===== src/rtl/rd_cmd_arbiter.sv =====
// rd_cmd_arbiter: round-robin share of the RAM read-command stream.
// One registered, source-tagged output slot with full throughput.
module rd_cmd_arbiter #(
   parameter int NUM_REQ = 4,
   parameter int DATA_W  = 97,
   parameter int SRC_W   = 2
) (
   input  logic                      clk_100_clk,
   input  logic                      reset_reset_n,
   input  logic [NUM_REQ-1:0]        req_tvalid,
   input  logic [NUM_REQ*DATA_W-1:0] req_tdata,
   output logic [NUM_REQ-1:0]        req_tready,
   input  logic [NUM_REQ-1:0]        req_enable,
   output logic [DATA_W-1:0]         cmd_tdata,
   output logic                      cmd_tvalid,
   input  logic                      cmd_tready,
   output logic [SRC_W-1:0]          cmd_tsrc,
   output logic [31:0]               cmd_count
);

   localparam int CW = SRC_W + 1;

   logic                 slot_valid;
   logic [SRC_W-1:0]     ptr;
   logic [NUM_REQ-1:0]   elig;
   logic [2*NUM_REQ-1:0] elig_dbl;
   logic [NUM_REQ-1:0]   elig_rot;
   logic                 load_en;
   logic                 win_found;
   logic [CW-1:0]        win_raw;
   logic [SRC_W-1:0]     win_idx;
   logic [SRC_W-1:0]     ptr_nxt;
   logic [DATA_W-1:0]    win_data;
   logic                 hs;

   assign elig     = req_tvalid & req_enable;
   assign load_en  = !slot_valid | (slot_valid & cmd_tready);
   assign elig_dbl = {elig, elig};
   // bit k of elig_rot is requester (ptr+k) mod NUM_REQ
   assign elig_rot = NUM_REQ'(elig_dbl >> ptr);

   always_comb begin
      win_found = 1'b0;
      win_raw   = '0;
      for (int k = 0; k < NUM_REQ; k++) begin
         if (!win_found && elig_rot[k]) begin
            win_found = 1'b1;
            win_raw   = CW'(ptr) + CW'(k);
         end
      end
   end

   assign win_idx = (win_raw >= CW'(NUM_REQ))
                  ? SRC_W'(win_raw - CW'(NUM_REQ))
                  : win_raw[SRC_W-1:0];

   assign ptr_nxt = (win_idx == SRC_W'(NUM_REQ - 1))
                  ? '0
                  : win_idx + SRC_W'(1);

   assign hs = load_en & win_found;

   always_comb begin
      win_data = '0;
      for (int i = 0; i < NUM_REQ; i++) begin
         if (win_idx == SRC_W'(i)) begin
            win_data = req_tdata[i*DATA_W +: DATA_W];
         end
      end
   end

   always_comb begin
      req_tready = '0;
      for (int i = 0; i < NUM_REQ; i++) begin
         req_tready[i] = reset_reset_n & hs
                       & (win_idx == SRC_W'(i));
      end
   end

   always_ff @(posedge clk_100_clk or negedge reset_reset_n) begin
      if (!reset_reset_n) begin
         slot_valid <= 1'b0;
         cmd_tdata  <= '0;
         cmd_tsrc   <= '0;
         ptr        <= '0;
      end else if (load_en) begin
         slot_valid <= win_found;
         if (win_found) begin
            cmd_tdata <= win_data;
            cmd_tsrc  <= win_idx;
            ptr       <= ptr_nxt;
         end
      end
   end

   always_ff @(posedge clk_100_clk or negedge reset_reset_n) begin
      if (!reset_reset_n) begin
         cmd_count <= '0;
      end else if (slot_valid & cmd_tready) begin
         cmd_count <= cmd_count + 32'd1;
      end
   end

   assign cmd_tvalid = slot_valid;

endmodule


===== config.mk =====
export PLATFORM = sky130hd
export DESIGN_NAME = rd_cmd_arbiter
export DESIGN_NICKNAME = d
export VERILOG_FILES = /design/src/rtl/rd_cmd_arbiter.sv
export SDC_FILE = /design/constraint.sdc
export NUM_CORES = 1
export LEC_CHECK = 0
export CAP_MARGIN = 20
export CELL_PAD_IN_SITES_DETAIL_PLACEMENT = 2
export CELL_PAD_IN_SITES_GLOBAL_PLACEMENT = 2
export CORE_MARGIN = 3
export CORE_UTILIZATION = 17
export DETAILED_ROUTE_END_ITERATION = 7
export PLACE_DENSITY = 0.85
export SYNTH_ARGS = -nofsm -noshare
export SYNTH_HDL_FRONTEND = slang
export SYNTH_SLANG_ARGS = --single-unit

===== constraint.sdc =====
create_clock -name clk_100_clk -period 4.1 [get_ports clk_100_clk]
set_clock_uncertainty 0.1 [all_clocks]
set_input_delay 1.23 -clock clk_100_clk [delete_from_list [all_inputs] [get_ports clk_100_clk]]
set_output_delay 1.23 -clock clk_100_clk [all_outputs]
set_load 0.005 [all_outputs]

# Word level (Yosys, flattened, before mapping)

Cells that the tools add are included.

$add $sub $neg: 6
Mux-type cells: 14
Bitwise gates (word level): 9
Shift-type cells: 1
Order comparisons: 1
Reduce and logical (&&, ||, !) cells: 9
Equality and inequality tests: 3

Operators with widths:

| operator                                                 | number |
|---|---|
| two-way mux 97 bit                                       | 4 |
| adder 32 x 1 -> 32 bit, second input constant            | 1 |
| two-way mux 3 bit                                        | 3 |
| >> shifter 8 x 2 -> 4 bit                                | 1 |
| bitwise AND 1 bit                                        | 7 |
| adder 2 x 2 -> 3 bit, second input constant              | 2 |
| two-way mux 2 bit                                        | 3 |
| bitwise AND 4 bit                                        | 1 |
| equality test 2 bit, second input constant               | 2 |
| logical NOT 1 bit                                        | 4 |
| two-way mux 1 bit                                        | 4 |
| adder 2 x 1 -> 3 bit, second input constant              | 1 |
| greater-or-equal comparator 3 bit, second input constant | 1 |
| logical AND 1 bit                                        | 3 |
| adder 2 x 1 -> 2 bit, second input constant              | 1 |
| equality test 2 x 1 -> 1 bit, second input constant      | 1 |
| logical NOT 2 bit                                        | 1 |
| AND reduction 2 bit                                      | 1 |
| subtractor 2 x 1 -> 2 bit, second input constant         | 1 |
| bitwise OR 1 bit                                         | 1 |

Logic and storage cells: 48
Output and inout bits: 136
Flip-flop bits (word level): 134
Bits of input ports: 399

# Longest topological paths before layout

Word-level depth: 19
Gate-level depth with buffers: 12
Gate-level depth less buffers: 9

# Least setup slack after synthesis

Ideal clock, no wire load.

Kind: input to output
Start point: input port req_tvalid[0]
End point: output port req_tready[3]
Path slack: -149 ps
Data required time: 2770 ps
Arrival time: 2919 ps
Cell stages on the path: 8
Path buffers: 3
Path through: nand2_1 -> o221ai_1 -> a21oi_1 -> ha_1 -> clkbuf_1 -> clkbuf_1 -> clkbuf_1 -> and3_1

Longest elaborated chain between the ends: 16
Elaborated cells between the ends (all ways): 23
Classes of those cells: add/sub (1); order compare (1); eq/ne (1); shift (1); mux (9); bitwise (4); reduce/logical (6)

Ends and longest elaborated chain:

| what                                                                           | RTL line | RTL |
|---|---|---|
| start, declared                                                                | 10       | `input logic [NUM_REQ-1:0] req_tvalid,` |
| bitwise AND 4 bit *                                                            | 36       | `assign elig = req_tvalid & req_enable;` |
| >> shifter 8 x 2 -> 4 bit *                                                    | 40       | `assign elig_rot = NUM_REQ'(elig_dbl >> ptr);` |
| two-way mux 1 bit                                                              | 46       | `if (!win_found && elig_rot[k]) begin` |
| logical NOT 1 bit                                                              | 46       |  |
| logical AND 1 bit                                                              | 46       |  |
| two-way mux 1 bit                                                              | 46       |  |
| logical NOT 1 bit                                                              | 46       |  |
| logical AND 1 bit                                                              | 46       |  |
| two-way mux 1 bit                                                              | 46       |  |
| logical NOT 1 bit                                                              | 46       |  |
| logical AND 1 bit                                                              | 46       |  |
| two-way mux 3 bit *                                                            | 46       |  |
| greater-or-equal comparator 3 bit or subtractor 2 x 1 -> 2 bit (tied branches) | 53, 54   |  |
| two-way mux 2 bit *                                                            | 54       | `? SRC_W'(win_raw - CW'(NUM_REQ))` |
| via win_idx[0]                                                                 | 31       | `logic [SRC_W-1:0] win_idx;` |
| equality test 2 bit *                                                          | 76       | `& (win_idx == SRC_W'(i));` |
| bitwise AND 1 bit *                                                            | 76       |  |
| end, declared                                                                  | 12       | `output logic [NUM_REQ-1:0] req_tready,` |

The timed path passes the listed nets; every way through them passes the cells marked *.

# Final worst setup path

Start point: input port req_enable[0]
End point: output port req_tready[1]

Longest elaborated chain between the ends: 16
Elaborated cells between the ends (all ways): 23
Classes of those cells: add/sub (1); order compare (1); eq/ne (1); shift (1); mux (9); bitwise (4); reduce/logical (6)

Ends and longest elaborated chain:

| what                                                                           | RTL line | RTL |
|---|---|---|
| start, declared                                                                | 13       | `input logic [NUM_REQ-1:0] req_enable,` |
| bitwise AND 4 bit *                                                            | 36       |  |
| >> shifter 8 x 2 -> 4 bit *                                                    | 40       |  |
| two-way mux 1 bit                                                              | 46       |  |
| logical NOT 1 bit                                                              | 46       |  |
| logical AND 1 bit                                                              | 46       |  |
| two-way mux 1 bit                                                              | 46       |  |
| logical NOT 1 bit                                                              | 46       |  |
| logical AND 1 bit                                                              | 46       |  |
| two-way mux 1 bit                                                              | 46       |  |
| logical NOT 1 bit                                                              | 46       |  |
| logical AND 1 bit                                                              | 46       |  |
| two-way mux 3 bit                                                              | 46       |  |
| greater-or-equal comparator 3 bit or subtractor 2 x 1 -> 2 bit (tied branches) | 53, 54   |  |
| two-way mux 2 bit                                                              | 54       |  |
| equality test 2 x 1 -> 1 bit                                                   | 76       |  |
| bitwise AND 1 bit *                                                            | 76       |  |

Every way passes the cells marked *; elsewhere a longest branch is shown, timed or not.

==> flow_summary_export.csv <==
group,metric,value,unit
floorplan,die_w,223,µm
logic_synthesis,synth_flop_cell,"dfrtp_1",
power_and_ir_drop,swShare,35.6,%
placement,dpl_worst_slack,-0.743,ns
route,drc_errors,0,
final_layout,drive_above_1_share,7.31,%
route,vias_per_cell,4.75,
cts,clkTransAtPathRegs,0.06,ns
floorplan,num_rows,78,
route,wl_per_cell,22.5,µm
logic_synthesis,ys_top_cells_by_area,"dfrtp_1 42%, a21oi_1 12%, a211o_1 11%, a221oi_1 10%, inv_1 4.9%",
run_status,status,"completed",
timing,worst_slew_pin_slew,0.979,ns
logic_synthesis,synthesis.area,8010,µm²
placement,dp_cells,2017,
power_and_ir_drop,power_frac_comb,47.1,%
placement,dp_hpwl,35.7,mm
logic_synthesis,ys_ff_latch,134,
logic_synthesis,synth-edff-count,0,
setup_path,worst_path_dominant_cell_family,"buffers and inverters",
route,via_count,9743,
logic_synthesis,ys_top_cells_by_count,"196 x a21oi_1, 134 x dfrtp_1, 105 x inv_1",
grt,grt_max_degree,121,
final_layout,final_cells,2051,
floorplan,ios,535,
timing,period_minus_slack,4.07,ns
timing,tns,0,ns
floorplan,dieArea,49800,µm²
power_and_ir_drop,p_leak,6.25,nW
logic_synthesis,synth_top_area_cell,"dfrtp_1",
grt,grt.overflow.total,0,
timing,max_freq,246,MHz
power_and_ir_drop,p_per_area,456,nW/µm²
run,maxCapViolCount,0,
setup_path,crit_path_start_kind,"input pin",
logic_synthesis,yosysWarningCount,0,
logic_synthesis,synth_top_area_share,41.8,%
worst_hold_path,holdCritStartpoint,"cmd_count[31]",
cts,clock_latency,0.45,ns
timing,min_period_over_period,99.3,%
setup_path,crit_fanout,2,
floorplan,start_util,17.4,%
grt,grt_util_all_layers,17.9,%
grt,grt_pass1_vias,11100,
setup_path,cp_cell_sequence,"clkdlybuf4s15_1, a32o_2, a21oi_2, o22ai_2, buf_4, buf_4, ha_4, and3_4, buf_6",
cts,clockBufferDepth,2,
setup_path,crit_start,"req_enable[0]",
route,drt_iter0_markers,452,
setup_path,critPathBufInv,4,
power_and_ir_drop,p_total,6.75,mW
setup_path,cp_slowest_cell,"a32o_2",
grt,grt_pass1_wl,68.7,mm
cts,cts.sinks,134,
route,first_pass_iters,5,
timing,slew_violations,0,
setup_path,timing_worst_setup_path_type,"in -> out",
logic_synthesis,synth.yosys.seq_area_share,41.8,%
setup_path,r2r_start,"ptr[1]",
route,ant_nets,0,
placement,gp_congestion,0.826,
worst_hold_path,min_path_type,"reg -> reg",
power_and_ir_drop,p_switching,2.41,mW
placement,io_buffers,534,
setup_path,endpoint_kind,"output port",
floorplan,core_area,46000,µm²
final_layout,fin_nets,1841,
setup_path,slowest_delay,0.31,ns
power_and_ir_drop,intPower,4.35,mW
cts,cts_max_level,4,
setup_path,worstPathArrival,2.74,ns
cts,cts_buffers,17,
setup_path,crit_top_cell,"buf_4",
logic_synthesis,synth.most_common_cell,"a21oi_1",
grt,antenna_found_initial,3,
timing,finalSetupViolations,0,
floorplan,die_y,223,µm
logic_synthesis,synthCells,928,
final_layout,finalCoreUtilization,32.2,%
cts,cts_root_buffer,"clkbuf_16",
timing,relSlewSlack,34.2,%
route,wirelength,46.1,mm
logic_synthesis,synth_nets,1332,
timing,final-hold-violation-count,0,
setup_path,worst-endpoint-required,2.77,ns
power_and_ir_drop,vdd_drop_max,0.207,mV
logic_synthesis,syn_avg_cell_area,8.64,µm²
power_and_ir_drop,clockPowerShare,23.4,%
logic_synthesis,async_flop_share,100,%
timing,layout_setup_ws,0.0268,ns
cts,cts_tree,"built",
final_layout,synthToLayoutAreaGrowth,84.9,%
logic_synthesis,ys_types,36,
power_and_ir_drop,seqPwrFrac,29.5,%
[power groups by stage]
stage / Clock (mW) / Sequential (mW) / Combinational (mW)
floorplan: 0 / 1.98 / 1.30
global placement: 0 / 1.99 / 3.06
detailed placement: 0 / 2.02 / 3.19
CTS: 1.65 / 2.00 / 3.22
global route: 1.70 / 2.05 / 3.46
finish: 1.58 / 1.99 / 3.18
[stage by stage]
stage	cell area [µm²]	hold slack [ns]
6_report	14800	0.379
5_1_grt	14800	0.395
4_1_cts	14800	0.383
3_5_place_dp	14200	0.370
3_3_place_gp	14200	0.363
2_1_floorplan	8020	0.368
[kinds of logic after synthesis]
kind of cell / count (synthesis) / share of synthesized area (%)
compound gates: 402 / 34.6
xor+xnor: 31 / 3.39
fa+ha+maj: 5 / 0.781
buf+inv: 193 / 9.71
flops: 134 / 41.8
mux: 2 / 0.281
simple gates: 161 / 9.38
[cells in the final DEF (no fill, tap or decap), drive strengths merged, types with 3 or more instances in the layout]
cell	n
a21oi	196
nor2	103
clkdlybuf4s15	3
clkdlybuf4s50	521
inv	110
clkbuf	19
nand4	14
nand2	14
buf	49
nand3	12
nor4	4
clkinv	5
xor2	7
and3	8
xnor2	24
a211o	97
dlygate4sd2	4
dfrtp	134
a221oi	96
ha	5
[worst reg2reg max path, cell delays in order, from the launching register on]
cell,delay [ns]
dfrtp_1,0.47
a32o_2,0.23
a21oi_2,0.07
o22ai_2,0.16
buf_4,0.14
buf_4,0.12
ha_4,0.13
buf_6,0.47
buf_4,0.52
a221oi_1,0.21
a211o_1,0.32
a21oi_1,0.17
[layer usage]
layer	global-route usage, %	up-vias	wire (µm)
met5	0	-	13
met4	7.20	2	1550
met3	5.04	72	3210
li1	-	4420	-
met1	19.7	4860	17800
met2	32.3	389	23500
[path summary, 6_finish.rpt]
kind | end | slack [ns] | cells after the start
setup / recovery | req_tready[1] | 0.03 | 9
hold / removal | cmd_count[31] | 0.38 | 1
setup reg to reg | cmd_tdata[80] | 0.90 | 11
hold reg to reg | cmd_count[31] | 0.38 | 1
max in group asynchronous | cmd_count[12] | 1.61 | 3
min in group asynchronous | cmd_tdata[95] | 0.48 | 1
[area by class of cell]
| type | instances | area [µm²] |
|---|---|---|
| repair buffers | 578 | 5740 |
| well taps | 600 | 751 |
| fillers | 5143 | 31100 |
| multi-input cells | 601 | 4000 |
| clock buffers | 18 | 429 |
| inverters | 105 | 394 |
| diodes | 1 | 2.50 |
| clock inverters | 14 | 148 |
| flip-flops and latches | 134 | 3350 |
[flip-flops by register name, indices dropped and copies added (netlist names)]
signal      flops
cmd_tdata      97
cmd_tvalid      1
ptr             2
cmd_count      32
cmd_tsrc        2
[timing repair]
action,CTS,global route
hold buffers,0,0
buffers inserted,2,0
endpoints found under the setup margin,89,26
gates cloned,0,0
pin swaps,6,3
gates resized for setup,36,7
Power figures use the tool's default switching activity.
